## src/rtl/lcd_pkg.sv

```systemverilog
`default_nettype none
// ============================================================================
// Module      : lcd_pkg
// Description : Shared constants, state encoding and default timing for the
//               HD44780 16x2 frame writer.
// Revision    : 1.0 - initial release
// ============================================================================
package lcd_pkg;

    localparam int c_t_pwrup_def  = 1_500_000;
    localparam int c_t_setup_def  = 4;
    localparam int c_t_ehigh_def  = 25;
    localparam int c_t_hold_def   = 4;
    localparam int c_t_nibble_def = 100;
    localparam int c_t_cmd_def    = 4000;
    localparam int c_t_clear_def  = 164000;
    localparam int c_t_init1_def  = 410000;
    localparam int c_t_init2_def  = 10000;

    localparam logic [7:0] c_cmd_func_set = 8'h28;
    localparam logic [7:0] c_cmd_disp_on  = 8'h0C;
    localparam logic [7:0] c_cmd_entry    = 8'h06;
    localparam logic [7:0] c_cmd_clear    = 8'h01;
    localparam logic [7:0] c_cmd_line1    = 8'h80;
    localparam logic [7:0] c_cmd_line2    = 8'hC0;

    localparam logic [3:0] c_init_nib_8bit = 4'h3;
    localparam logic [3:0] c_init_nib_4bit = 4'h2;

    localparam logic [6:0] c_init_last   = 7'd3;
    localparam logic [6:0] c_config_last = 7'd7;
    localparam logic [6:0] c_frame_last  = 7'd67;

    typedef enum logic [1:0] {
        ST_PWRUP  = 2'd0,
        ST_INIT   = 2'd1,
        ST_CONFIG = 2'd2,
        ST_FRAME  = 2'd3
    } lcd_state_e;

    function automatic logic [7:0] config_byte(input logic [1:0] idx);
        case (idx)
            2'd0:    return c_cmd_func_set;
            2'd1:    return c_cmd_disp_on;
            2'd2:    return c_cmd_entry;
            default: return c_cmd_clear;
        endcase
    endfunction

    function automatic int max_int(input int a, input int b);
        return (a > b) ? a : b;
    endfunction

endpackage
`default_nettype wire

```

## src/rtl/lcd_nibble_tx.sv

```systemverilog
`default_nettype none
// ============================================================================
// Module      : lcd_nibble_tx
// Description : Sends one nibble: setup, E strobe, hold, then a post-wait.
// Revision    : 1.0 - initial release
// ============================================================================
module lcd_nibble_tx #(
    parameter int T_SETUP = 4,
    parameter int T_EHIGH = 25,
    parameter int T_HOLD  = 4,
    parameter int CW      = 21
) (
    input  logic          clk,
    input  logic          reset_n,
    input  logic          i_start,
    input  logic          i_rs,
    input  logic [3:0]    i_nibble,
    input  logic [CW-1:0] i_wait,
    output logic          o_e,
    output logic          o_rs,
    output logic [3:0]    o_d,
    output logic          o_done
);

    localparam logic [2:0] c_ph_idle  = 3'd0;
    localparam logic [2:0] c_ph_setup = 3'd1;
    localparam logic [2:0] c_ph_ehigh = 3'd2;
    localparam logic [2:0] c_ph_hold  = 3'd3;
    localparam logic [2:0] c_ph_wait  = 3'd4;

    logic [2:0]    r_phase;
    logic [CW-1:0] r_cnt;
    logic [CW-1:0] r_wait;
    logic          r_e;
    logic          r_rs;
    logic [3:0]    r_d;
    logic          w_done;

    // Done marks the last post-wait cycle so the next nibble's setup follows with no gap.
    assign w_done = (r_phase == c_ph_wait) && (r_cnt == '0);

    always_ff @(posedge clk or negedge reset_n) begin
        if (!reset_n) begin
            r_phase <= c_ph_idle;
            r_cnt   <= '0;
            r_wait  <= '0;
            r_e     <= 1'b0;
            r_rs    <= 1'b0;
            r_d     <= 4'h0;
        end else if (i_start && ((r_phase == c_ph_idle) || w_done)) begin
            r_phase <= c_ph_setup;
            r_cnt   <= CW'(T_SETUP - 1);
            r_wait  <= i_wait;
            r_rs    <= i_rs;
            r_d     <= i_nibble;
        end else if (r_phase != c_ph_idle) begin
            if (r_cnt != '0) begin
                r_cnt <= r_cnt - CW'(1);
            end else begin
                case (r_phase)
                    c_ph_setup: begin
                        r_phase <= c_ph_ehigh;
                        r_cnt   <= CW'(T_EHIGH - 1);
                        r_e     <= 1'b1;
                    end
                    c_ph_ehigh: begin
                        r_phase <= c_ph_hold;
                        r_cnt   <= CW'(T_HOLD - 1);
                        r_e     <= 1'b0;
                    end
                    c_ph_hold: begin
                        r_phase <= c_ph_wait;
                        r_cnt   <= r_wait - CW'(1);
                    end
                    default: begin
                        r_phase <= c_ph_idle;
                    end
                endcase
            end
        end
    end

    assign o_e    = r_e;
    assign o_rs   = r_rs;
    assign o_d    = r_d;
    assign o_done = w_done;

endmodule
`default_nettype wire

```

## src/rtl/lcd_frame_writer.sv

```systemverilog
`default_nettype none
// ============================================================================
// Module      : lcd_frame_writer
// Description : HD44780 16x2 4-bit driver: power-up init, then endless refresh.
// Revision    : 1.0 - initial release
// ============================================================================
module lcd_frame_writer
    import lcd_pkg::*;
#(
    parameter int T_PWRUP  = c_t_pwrup_def,
    parameter int T_SETUP  = c_t_setup_def,
    parameter int T_EHIGH  = c_t_ehigh_def,
    parameter int T_HOLD   = c_t_hold_def,
    parameter int T_NIBBLE = c_t_nibble_def,
    parameter int T_CMD    = c_t_cmd_def,
    parameter int T_CLEAR  = c_t_clear_def,
    parameter int T_INIT1  = c_t_init1_def,
    parameter int T_INIT2  = c_t_init2_def
) (
    input  logic         clk,
    input  logic         reset_n,
    input  logic [0:127] row_A,
    input  logic [0:127] row_B,
    output logic         LCD_E,
    output logic         LCD_RS,
    output logic         LCD_RW,
    output logic [3:0]   LCD_D,
    output logic         init_done,
    output logic         frame_sync
);

    localparam int c_t_max = max_int(max_int(max_int(T_PWRUP, T_SETUP), max_int(T_EHIGH, T_HOLD)),
                                     max_int(max_int(T_NIBBLE, T_CMD), max_int(T_CLEAR,
                                             max_int(T_INIT1, T_INIT2))));
    localparam int c_cw = $clog2(c_t_max + 1);

    lcd_state_e    r_state;
    logic [6:0]    r_idx;
    logic [c_cw-1:0] r_pwr_cnt;
    logic          r_snap;
    logic          r_init_done;
    logic [0:127]  r_row_a;
    logic [0:127]  r_row_b;

    lcd_state_e    w_nxt_state;
    logic [6:0]    w_nxt_idx;
    logic          w_issue;
    logic          w_tx_done;
    logic          w_rs;
    logic [3:0]    w_nibble;
    logic [c_cw-1:0] w_wait;
    logic [7:0]    w_byte;
    logic [5:0]    w_byte_idx;
    logic [3:0]    w_col;
    logic          w_config_end;

    assign w_issue = ((r_state == ST_PWRUP) && (r_pwr_cnt == c_cw'(T_PWRUP - 1))) || w_tx_done;
    assign w_config_end = w_tx_done && (r_state == ST_CONFIG) && (r_idx == c_config_last);

    always_comb begin
        w_nxt_state = r_state;
        w_nxt_idx   = r_idx + 7'd1;
        case (r_state)
            ST_PWRUP: begin
                w_nxt_state = ST_INIT;
                w_nxt_idx   = 7'd0;
            end
            ST_INIT: if (r_idx == c_init_last) begin
                w_nxt_state = ST_CONFIG;
                w_nxt_idx   = 7'd0;
            end
            ST_CONFIG: if (r_idx == c_config_last) begin
                w_nxt_state = ST_FRAME;
                w_nxt_idx   = 7'd0;
            end
            default: if (r_idx == c_frame_last) begin
                w_nxt_idx   = 7'd0;
            end
        endcase
    end

    // Decode the nibble that will be launched on the next issue, so there is no idle cycle.
    always_comb begin
        w_byte_idx = w_nxt_idx[6:1];
        w_col      = 4'h0;
        w_byte     = 8'h00;
        w_rs       = 1'b0;
        case (w_nxt_state)
            ST_CONFIG: w_byte = config_byte(w_byte_idx[1:0]);
            ST_FRAME: begin
                if (w_byte_idx == 6'd0) begin
                    w_byte = c_cmd_line1;
                end else if (w_byte_idx <= 6'd16) begin
                    w_col  = 4'(w_byte_idx - 6'd1);
                    w_byte = r_row_a[{w_col, 3'b000} +: 8];
                    w_rs   = 1'b1;
                end else if (w_byte_idx == 6'd17) begin
                    w_byte = c_cmd_line2;
                end else begin
                    w_col  = 4'(w_byte_idx - 6'd18);
                    w_byte = r_row_b[{w_col, 3'b000} +: 8];
                    w_rs   = 1'b1;
                end
            end
            default: w_byte = 8'h00;
        endcase

        w_nibble = w_nxt_idx[0] ? w_byte[3:0] : w_byte[7:4];
        if (!w_nxt_idx[0]) begin
            w_wait = c_cw'(T_NIBBLE);
        end else if ((w_nxt_state == ST_CONFIG) && (w_byte == c_cmd_clear)) begin
            w_wait = c_cw'(T_CLEAR);
        end else begin
            w_wait = c_cw'(T_CMD);
        end

        if (w_nxt_state == ST_INIT) begin
            w_nibble = (w_nxt_idx == c_init_last) ? c_init_nib_4bit : c_init_nib_8bit;
            case (w_nxt_idx)
                7'd0:    w_wait = c_cw'(T_INIT1);
                7'd1:    w_wait = c_cw'(T_INIT2);
                default: w_wait = c_cw'(T_CMD);
            endcase
        end
    end

    always_ff @(posedge clk or negedge reset_n) begin
        if (!reset_n) begin
            r_state     <= ST_PWRUP;
            r_idx       <= 7'd0;
            r_pwr_cnt   <= '0;
            r_snap      <= 1'b0;
            r_init_done <= 1'b0;
            r_row_a     <= '0;
            r_row_b     <= '0;
        end else begin
            if ((r_state == ST_PWRUP) && !w_issue) begin
                r_pwr_cnt <= r_pwr_cnt + c_cw'(1);
            end
            if (w_issue) begin
                r_state <= w_nxt_state;
                r_idx   <= w_nxt_idx;
            end
            // Rows are latched during the first setup cycle of the 0x80 byte.
            r_snap <= w_issue && (w_nxt_state == ST_FRAME) && (w_nxt_idx == 7'd0);
            if (r_snap) begin
                r_row_a <= row_A;
                r_row_b <= row_B;
            end
            if (w_config_end) begin
                r_init_done <= 1'b1;
            end
        end
    end

    lcd_nibble_tx #(
        .T_SETUP (T_SETUP),
        .T_EHIGH (T_EHIGH),
        .T_HOLD  (T_HOLD),
        .CW      (c_cw)
    ) u_nibble_tx (
        .clk      (clk),
        .reset_n  (reset_n),
        .i_start  (w_issue),
        .i_rs     (w_rs),
        .i_nibble (w_nibble),
        .i_wait   (w_wait),
        .o_e      (LCD_E),
        .o_rs     (LCD_RS),
        .o_d      (LCD_D),
        .o_done   (w_tx_done)
    );

    assign LCD_RW     = 1'b0;
    assign init_done  = r_init_done || w_config_end;
    assign frame_sync = w_tx_done && (r_state == ST_FRAME) && (r_idx == c_frame_last);

endmodule
`default_nettype wire

```

## config.mk

```make
export PLATFORM = sky130hd
export DESIGN_NAME = lcd_frame_writer
export DESIGN_NICKNAME = d
export VERILOG_FILES = /design/src/rtl/lcd_pkg.sv /design/src/rtl/lcd_nibble_tx.sv /design/src/rtl/lcd_frame_writer.sv
export SDC_FILE = /design/constraint.sdc
export NUM_CORES = 1
export LEC_CHECK = 0
export CAP_MARGIN = 10
export CORE_MARGIN = 3
export CORE_UTILIZATION = 35
export CTS_CLUSTER_DIAMETER = 200
export DETAILED_ROUTE_END_ITERATION = 10
export GPL_ROUTABILITY_DRIVEN = 1
export PLACE_DENSITY_LB_ADDON = 0.15
export SLEW_MARGIN = 10
export SYNTH_ARGS = -nofsm -noshare
export SYNTH_HDL_FRONTEND = slang
export SYNTH_SLANG_ARGS = --single-unit
```

## constraint.sdc

```tcl
create_clock -name clk -period 8.95 [get_ports clk]
set_input_delay 1.79 -clock clk [delete_from_list [all_inputs] [get_ports clk]]
set_output_delay 1.79 -clock clk [all_outputs]
set_load 0.005 [all_outputs]
```

==> run_results.csv, run 1 <==
group,metric,value,unit
global_routing,vias_in_the_first_global_route,12000,
synthesis,async_flop_share,100,%
setup_path,max_fo_critical_path,13,
setup_path,crit_path_start_kind,"register",
clocking,numClockSinks,329,
cells_and_area,fin_cells,2229,
global_routing,grt_first_pass_wirelength,70700,um
clocking,clock_latency,550,ps
placement,io_buffer_count,265,
setup_path,cpMostUsedCell,"sky130_fd_sc_hd__nand2_1",
floorplan,floorplan.initialDensity,35.6,%
job,number_of_violations_of_the_max_capacitance_limit,0,
timing,setup_slack,2660,ps
clocking,post_cts_hold_buffer_count,0,
power,power_frac_seq,46.0,%
floorplan,placeableCoreArea,0.0457,sq mm
synthesis,synth_ff_type,"sky130_fd_sc_hd__dfrtp_1",
placement,place_area,0.0194,sq mm
synthesis,synth_xor_xnor_area_share,1.77,%
drt,dr_total_vias,11700,
placement,place.detailed.instances,2159,
clocking,tritoncts,"done",
timing,max_slew_margin,25.7,%
setup_path,cp.arrival,4500,ps
global_routing,gr-usage-all-layers,18.4,%
clocking,cts.clk_slew.worst_paths,50,ps
drt,drt_iter0_markers,831,
synthesis,synthAdderAreaFrac,0.770,%
placement,pre_cts_ws,3240,ps
cells_and_area,layout.filler_cells,4270,
synthesis,synth_area_leader_cell,"sky130_fd_sc_hd__dfrtp_1",
synthesis,synth_top_family_by_area,"multiplexers",
timing,report.final.setup_viol,0,
clocking,cts_made_buffers,39,
setup_path,critical_path.cell_chain,"inv_1, ha_1, nor3b_1, nand2_1, nor4_1, and2_1, nand2_1, nor4b_1, and3_1, and4b_1, clkdlybuf4s50_1",
run_status,outcome,"finished clean",
synthesis,number_of_synthesized_flops_with_an_enable_pin,0,
synthesis,synth.area.mux_share,26.3,%
setup_path,critical_path_class,"register to output pin",
global_routing,grt.overflow.total,0,
power,leakagePower,9.34,nW
drt,finalWirelength,46000,um
floorplan,i_o_pin_count,267,
clocking,postCtsSetupBuffers,0,
synthesis,synthesis.yosys.warnings,0,
global_routing,grt_antenna_before_repair,8,
synthesis,synthesis.instances,1362,
power,ir_drop,0.134,mV
power,pwr_density_cell,156,mW/mm^2
power,switching_share,21.3,%
synthesis,synth_area,0.0163,sq mm
synthesis,mean_instance_size_in_the_synthesized_netlist,11.9,sq um
setup_path,slowest_stage,"sky130_fd_sc_hd__nor4_1",
setup_path,cp_slowest_stage_delay,680,ps
floorplan,fp.dieArea,0.0491,sq mm
clocking,cell_chosen_for_the_clock_root,"sky130_fd_sc_hd__clkbuf_16",
power,cell_internal_pwr,2.55,mW
synthesis,yosys.area_share.simple,10.3,%
synthesis,synth-seq-cells,329,
cells_and_area,final_design_area_no_fill,0.0207,sq mm
synthesis,synth-compound-area-share,7.64,%
drt,drcViolationCount,0,
cells_and_area,most-common-layout-cells,"sky130_fd_sc_hd__dfrtp_1 (328), sky130_fd_sc_hd__clkdlybuf4s50_1 (264), sky130_fd_sc_hd__mux2_2 (262), sky130_fd_sc_hd__nand2_1 (153), sky130_fd_sc_hd__nor2_1 (66)",
drt,detail-route-antenna-nets,0,
timing,timing.final.crit_share,70.3,%
min_path,min_path_type,"register to register",
drt,post_drt_via_cell_ratio,5.24,
cells_and_area,multi_input_gate_area_in_the_final_layout,0.00762,sq mm
cells_and_area,layout_commonest_cell,"sky130_fd_sc_hd__dfrtp_1",
clocking,clock_tree.htree_level_count,2,
timing,final.setup_skew,19.4,ps
synthesis,post_synth_net_total,1630,
cells_and_area,seqCellArea,0.00824,sq mm
timing,rsz0062_at_grt,"no",
floorplan,std_cell_rows,78,
global_routing,pin_count_of_the_biggest_net_entering_global_routing,146,
timing,worst-slew-pin-transition,1110,ps
cells_and_area,syn_to_final_growth,27.4,%
cells_and_area,finish.net_count,1868,
floorplan,die-width,222,um
timing,clock.fmax,159,MHz
floorplan,die_height,222,um
setup_path,endpoint_kind,"output pin",
timing,fin_setup_tns,0,ps
setup_path,cp_data_required_time,7160,ps
power,p_clk_share,49.2,%
drt,firstDrtPassIters,5,
power,power.share.combinational,4.8,%
synthesis,yosysTopAreaCellShare,50.6,%
cells_and_area,drive_gt1_share,23.8,%
placement,total_half_perimeter_wirelength_after_legalization_and_detailed_placement,32800,um
cells_and_area,finish.utilization,45.4,%
synthesis,sequential_element_share_of_the_synthesized_area,50.6,%
timing,timing.final.max_slew_violations,0,
drt,routedWlPerCell,20.7,um
clocking,max-clock-path-buffers,3,
timing,min_cycle_time_layout,6290,ps
timing,timing_hold_violations_final,0,
synthesis,yosys-top-cells-area,"sky130_fd_sc_hd__dfrtp_1 (51%), sky130_fd_sc_hd__mux2_2 (18%), sky130_fd_sc_hd__mux4_2 (4.8%)",
clocking,post_cts_resize_count,0,
power,net-switching-power,0.690,mW
synthesis,netlist-cell-type-count,76,
placement,gp_routability_congestion,0.865,
## metrics by stage
step	power [mW]	hold WS [ps]
6_report	3.24	458
5_1_grt	3.36	477
4_1_cts	3.29	459
3_5_place_dp	1.67	447
3_3_place_gp	1.67	444
2_1_floorplan	1.52	430
## worst max-delay path, delay by kind of cell (launching register included)
| kind | cells | cell delay (ps) |
|---|---|---|
| DFF | 1 | 420 |
| and+or+nand+nor | 8 | 2680 |
| buffers and inverters | 2 | 640 |
| adders and majority gates | 1 | 220 |
## state kept, by name, indices dropped and copies added, names as in the netlist, 2 cells and up
name	flops
r_row_a	128
r_pwr_cnt	21
u_nibble_tx.o_d	4
r_state	2
r_row_b	128
r_idx	7
u_nibble_tx.r_wait	11
u_nibble_tx.r_cnt	21
u_nibble_tx.r_phase	3
## synth_stat cells, drive strengths merged, types with 5 or more instances
| master | number |
|---|---|
| o21ai | 59 |
| nand4 | 16 |
| a22oi | 6 |
| nand2 | 153 |
| dfrtp | 329 |
| and2 | 5 |
| nand3 | 22 |
| buf | 24 |
| clkbuf | 57 |
| a32oi | 12 |
| xor2 | 11 |
| nor3 | 19 |
| a31oi | 9 |
| or3 | 8 |
| and4 | 5 |
| nor2b | 7 |
| a21o | 9 |
| mux4 | 36 |
| nor4 | 9 |
| a21boi | 5 |
| inv | 16 |
| and3 | 10 |
| mux2i | 51 |
| ha | 10 |
| xnor2 | 21 |
| a21oi | 40 |
| o31ai | 9 |
| or2 | 5 |
| mux2 | 262 |
| nor2 | 66 |
| nand2b | 8 |
| o22ai | 5 |
## worst paths after layout
check / start / endpoint / slack (ps) / cells past startpoint
min: r_init_done / r_init_done / 460 / 1
max reg2reg: r_idx[0] / u_nibble_tx.r_wait[15] / 3800 / 15
min reg2reg: r_init_done / r_init_done / 460 / 1
max: u_nibble_tx.r_cnt[0] / frame_sync / 2660 / 11
min in group asynchronous: reset_n / r_row_a[108] / 1290 / 1
max in group asynchronous: reset_n / r_row_b[89] / 6090 / 2
## cells by family after synthesis
kind of cell / count (synthesis)
buf+inv: 97
flops: 329
simple gates: 352
fa+ha+maj: 10
compound gates: 192
other cells: 1
xor+xnor: 32
mux: 349
## layer usage
| layer | routed length (um) | track usage (%) |
|---|---|---|
| met1 | 20400 | 25.0 |
| met2 | 22700 | 30.4 |
| met3 | 2240 | 3.52 |
| met4 | 671 | 4.54 |
| met5 | 71 | 0 |
## power by group through the flow
stage	Sequential, mW	Combinational, mW	Clock [mW]
after floorplan	1.52	0.00135	0
after global placement	1.51	0.158	0
after detailed placement	1.51	0.159	0
after CTS	1.49	0.159	1.64
after global routing	1.49	0.166	1.71
final	1.49	0.155	1.59
## final cells by class
type / instances / area share (%)
antenna: 2 / 0.0242
clock buffer: 56 / 5.41
clock inverter: 12 / 0.755
inverter: 16 / 0.290
multi-input combinational: 936 / 36.8
sequential: 329 / 39.8
tap: 600 / 3.62
timing repair buffer: 278 / 13.4
No activity file was read; power rests on OpenSTA's default activity.
==> inputs of run 2 (changes only) <==
==> constraint.sdc (replaced) <==
create_clock -name clk -period 6 [get_ports clk]
set_input_delay 1.2 -clock clk [delete_from_list [all_inputs] [get_ports clk]]
set_output_delay 1.2 -clock clk [all_outputs]
set_load 0.005 [all_outputs]
==> run 2 against run 1 <==
  * Hold slack lost 3.2 ps
  * First-iteration DRC count increased by 2.2%
  * Clock skew rose by 6.4 ps
==> run_results.csv, run 2 (synthesis gave the netlist of run 1 again) <==
group,metric,value,unit
power,pwr_density_cell,234,mW/mm^2
cells_and_area,syn_to_final_growth,28.1,%
min_path,min_path_type,"register to register",
global_routing,grt.overflow.total,0,
drt,met2WireLength,23000,um
cells_and_area,layout.filler_cells,4242,
timing,clock.fmax,183,MHz
setup_path,cp_slowest_stage_delay,520,ps
setup_path,crit_path_start_kind,"register",
setup_path,max_fo_critical_path,13,
timing,report.final.setup_viol,0,
global_routing,pin_count_of_the_biggest_net_entering_global_routing,152,
cells_and_area,multi_input_gate_area_in_the_final_layout,0.00763,sq mm
cells_and_area,fin_cells,2239,
timing,worst-slew-pin-transition,1120,ps
timing,max_slew_margin,25.2,%
cells_and_area,layout_commonest_cell,"sky130_fd_sc_hd__dfrtp_1",
setup_path,slowest_stage,"sky130_fd_sc_hd__clkdlybuf4s50_1",
drt,routedWlPerCell,20.7,um
cells_and_area,most-common-layout-cells,"sky130_fd_sc_hd__dfrtp_1 (328), sky130_fd_sc_hd__clkdlybuf4s50_1 (264), sky130_fd_sc_hd__mux2_2 (262), sky130_fd_sc_hd__nand2_1 (153), sky130_fd_sc_hd__nor2_1 (66)",
drt,routed-wl-met3,2490,um
setup_path,cp.arrival,4260,ps
floorplan,i_o_pin_count,267,
setup_path,cp_data_required_time,4800,ps
clocking,tritoncts,"done",
setup_path,worstSetupStartpoint,"u_nibble_tx.r_cnt[0]",
drt,drt_iter0_markers,849,
timing,final.setup_skew,25.7,ps
global_routing,vias_in_the_first_global_route,12000,
floorplan,floorplan.initialDensity,35.6,%
placement,pre_cts_ws,923,ps
placement,place.detailed.instances,2162,
timing,timing.final.crit_share,91.0,%
placement,total_half_perimeter_wirelength_after_legalization_and_detailed_placement,33000,um
timing,timing_hold_violations_final,0,
global_routing,grt_first_pass_wirelength,72100,um
floorplan,fp.dieArea,0.0491,sq mm
clocking,clock_tree.htree_level_count,2,
cells_and_area,drive_gt1_share,24.2,%
drt,post_drt_via_cell_ratio,5.22,
clocking,post_cts_hold_buffer_count,0,
drt,detail-route-antenna-nets,0,
clocking,cell_chosen_for_the_clock_root,"sky130_fd_sc_hd__clkbuf_16",
placement,io_buffer_count,265,
drt,firstDrtPassIters,5,
min_path,hp-start,"r_init_done",
drt,drcViolationCount,0,
drt,finalWirelength,46300,um
run_status,outcome,"finished clean",
floorplan,std_cell_rows,78,
setup_path,cpMostUsedCell,"sky130_fd_sc_hd__nand2_1",
clocking,cts_made_buffers,39,
clocking,max-clock-path-buffers,3,
cells_and_area,seqCellArea,0.00824,sq mm
drt,dr_total_vias,11700,
clocking,clock_latency,570,ps
timing,fin_setup_tns,0,ps
setup_path,reg2reg_from,"r_idx[0]",
setup_path,endpoint_kind,"output pin",
global_routing,gr-usage-all-layers,18.7,%
clocking,numClockSinks,329,
placement,gp_routability_congestion,0.862,
timing,rsz0062_at_grt,"no",
timing,timing.final.max_slew_violations,0,
setup_path,critical_path.cell_chain,"inv_1, ha_1, nor3b_1, nand2_1, nor4_2, and2_1, nand2_1, buf_4, nor4b_1, and3_1, and4b_1, clkdlybuf4s50_1",
global_routing,grt_antenna_before_repair,14,
floorplan,die_height,222,um
power,power.total,4.88,mW
power,leakagePower,9.38,nW
drt,total_routed_wire_length_on_the_met1_layer,20000,um
floorplan,placeableCoreArea,0.0457,sq mm
drt,top_layer,"met5",
cells_and_area,largest_registers,"r_row_a (128), r_row_b (128)",
cells_and_area,finish.utilization,45.6,%
timing,min_cycle_time_layout,5460,ps
timing,setup_slack,540,ps
power,ir_drop,0.166,mV
clocking,cts.clk_slew.worst_paths,50,ps
floorplan,die-width,222,um
cells_and_area,finish.net_count,1871,
setup_path,critical_path_class,"register to output pin",
job,number_of_violations_of_the_max_capacitance_limit,0,
-- run 2: worst max-delay path: cells and delay by family, from the launching register on --
kind / cells / cell delay [ps]
adder cells (fa/ha/maj): 1 / 200
buffers and inverters: 3 / 820
flip-flops: 1 / 430
AND/OR/NAND/NOR: 8 / 2270
-- run 2: final timing paths --
| kind | endpoint | slack, ps | depth (start not counted) |
|---|---|---|---|
| max | frame_sync | 540 | 12 |
| min | r_init_done | 450 | 1 |
| max reg2reg | u_nibble_tx.r_wait[15] | 1100 | 15 |
| min reg2reg | r_init_done | 450 | 1 |
| max in group asynchronous | r_row_a[13] | 4070 | 2 |
| min in group asynchronous | r_row_a[108] | 630 | 1 |
-- run 2: cell type report --
type	count	share of cell area, %
Clock inverter	15	0.925
Inverter	16	0.288
Tap cell	600	3.61
Clock buffer	56	5.43
Timing Repair Buffer	281	13.5
Multi-Input combinational cell	936	36.7
Sequential cell	329	39.6
Antenna cell	6	0.0721
-- run 2: routing by layer --
metal  up-vias  global-route usage, %
met3        63                   4.13
met1      5864                   24.8
met5         -                      0
met2       272                   31.1
met4        14                   5.14
li1       5476                      -
-- run 2: timing repair --
| action | in CTS | in global routing |
|---|---|---|
| gates resized for setup | 0 | 1 |
| endpoints found under the setup margin | 0 | 1 |
| hold endpoints to repair | 0 | 0 |
| buffers inserted | 0 | 0 |
-- run 2: metrics by stage --
step	instance area (sq um)	hold WS, ps
floorplan	16300	430
global placement	19500	448
detailed placement	19500	446
CTS	20800	459
global route	20800	480
finish	20800	455
-- run 2: where the power goes --
part	leakage [nW]	switching (mW)	internal, mW
clock	0.649	0.979	1.45
sequential	4.58	0	2.22
combinational	4.14	0.0791	0.150
total	9.38	1.06	3.82
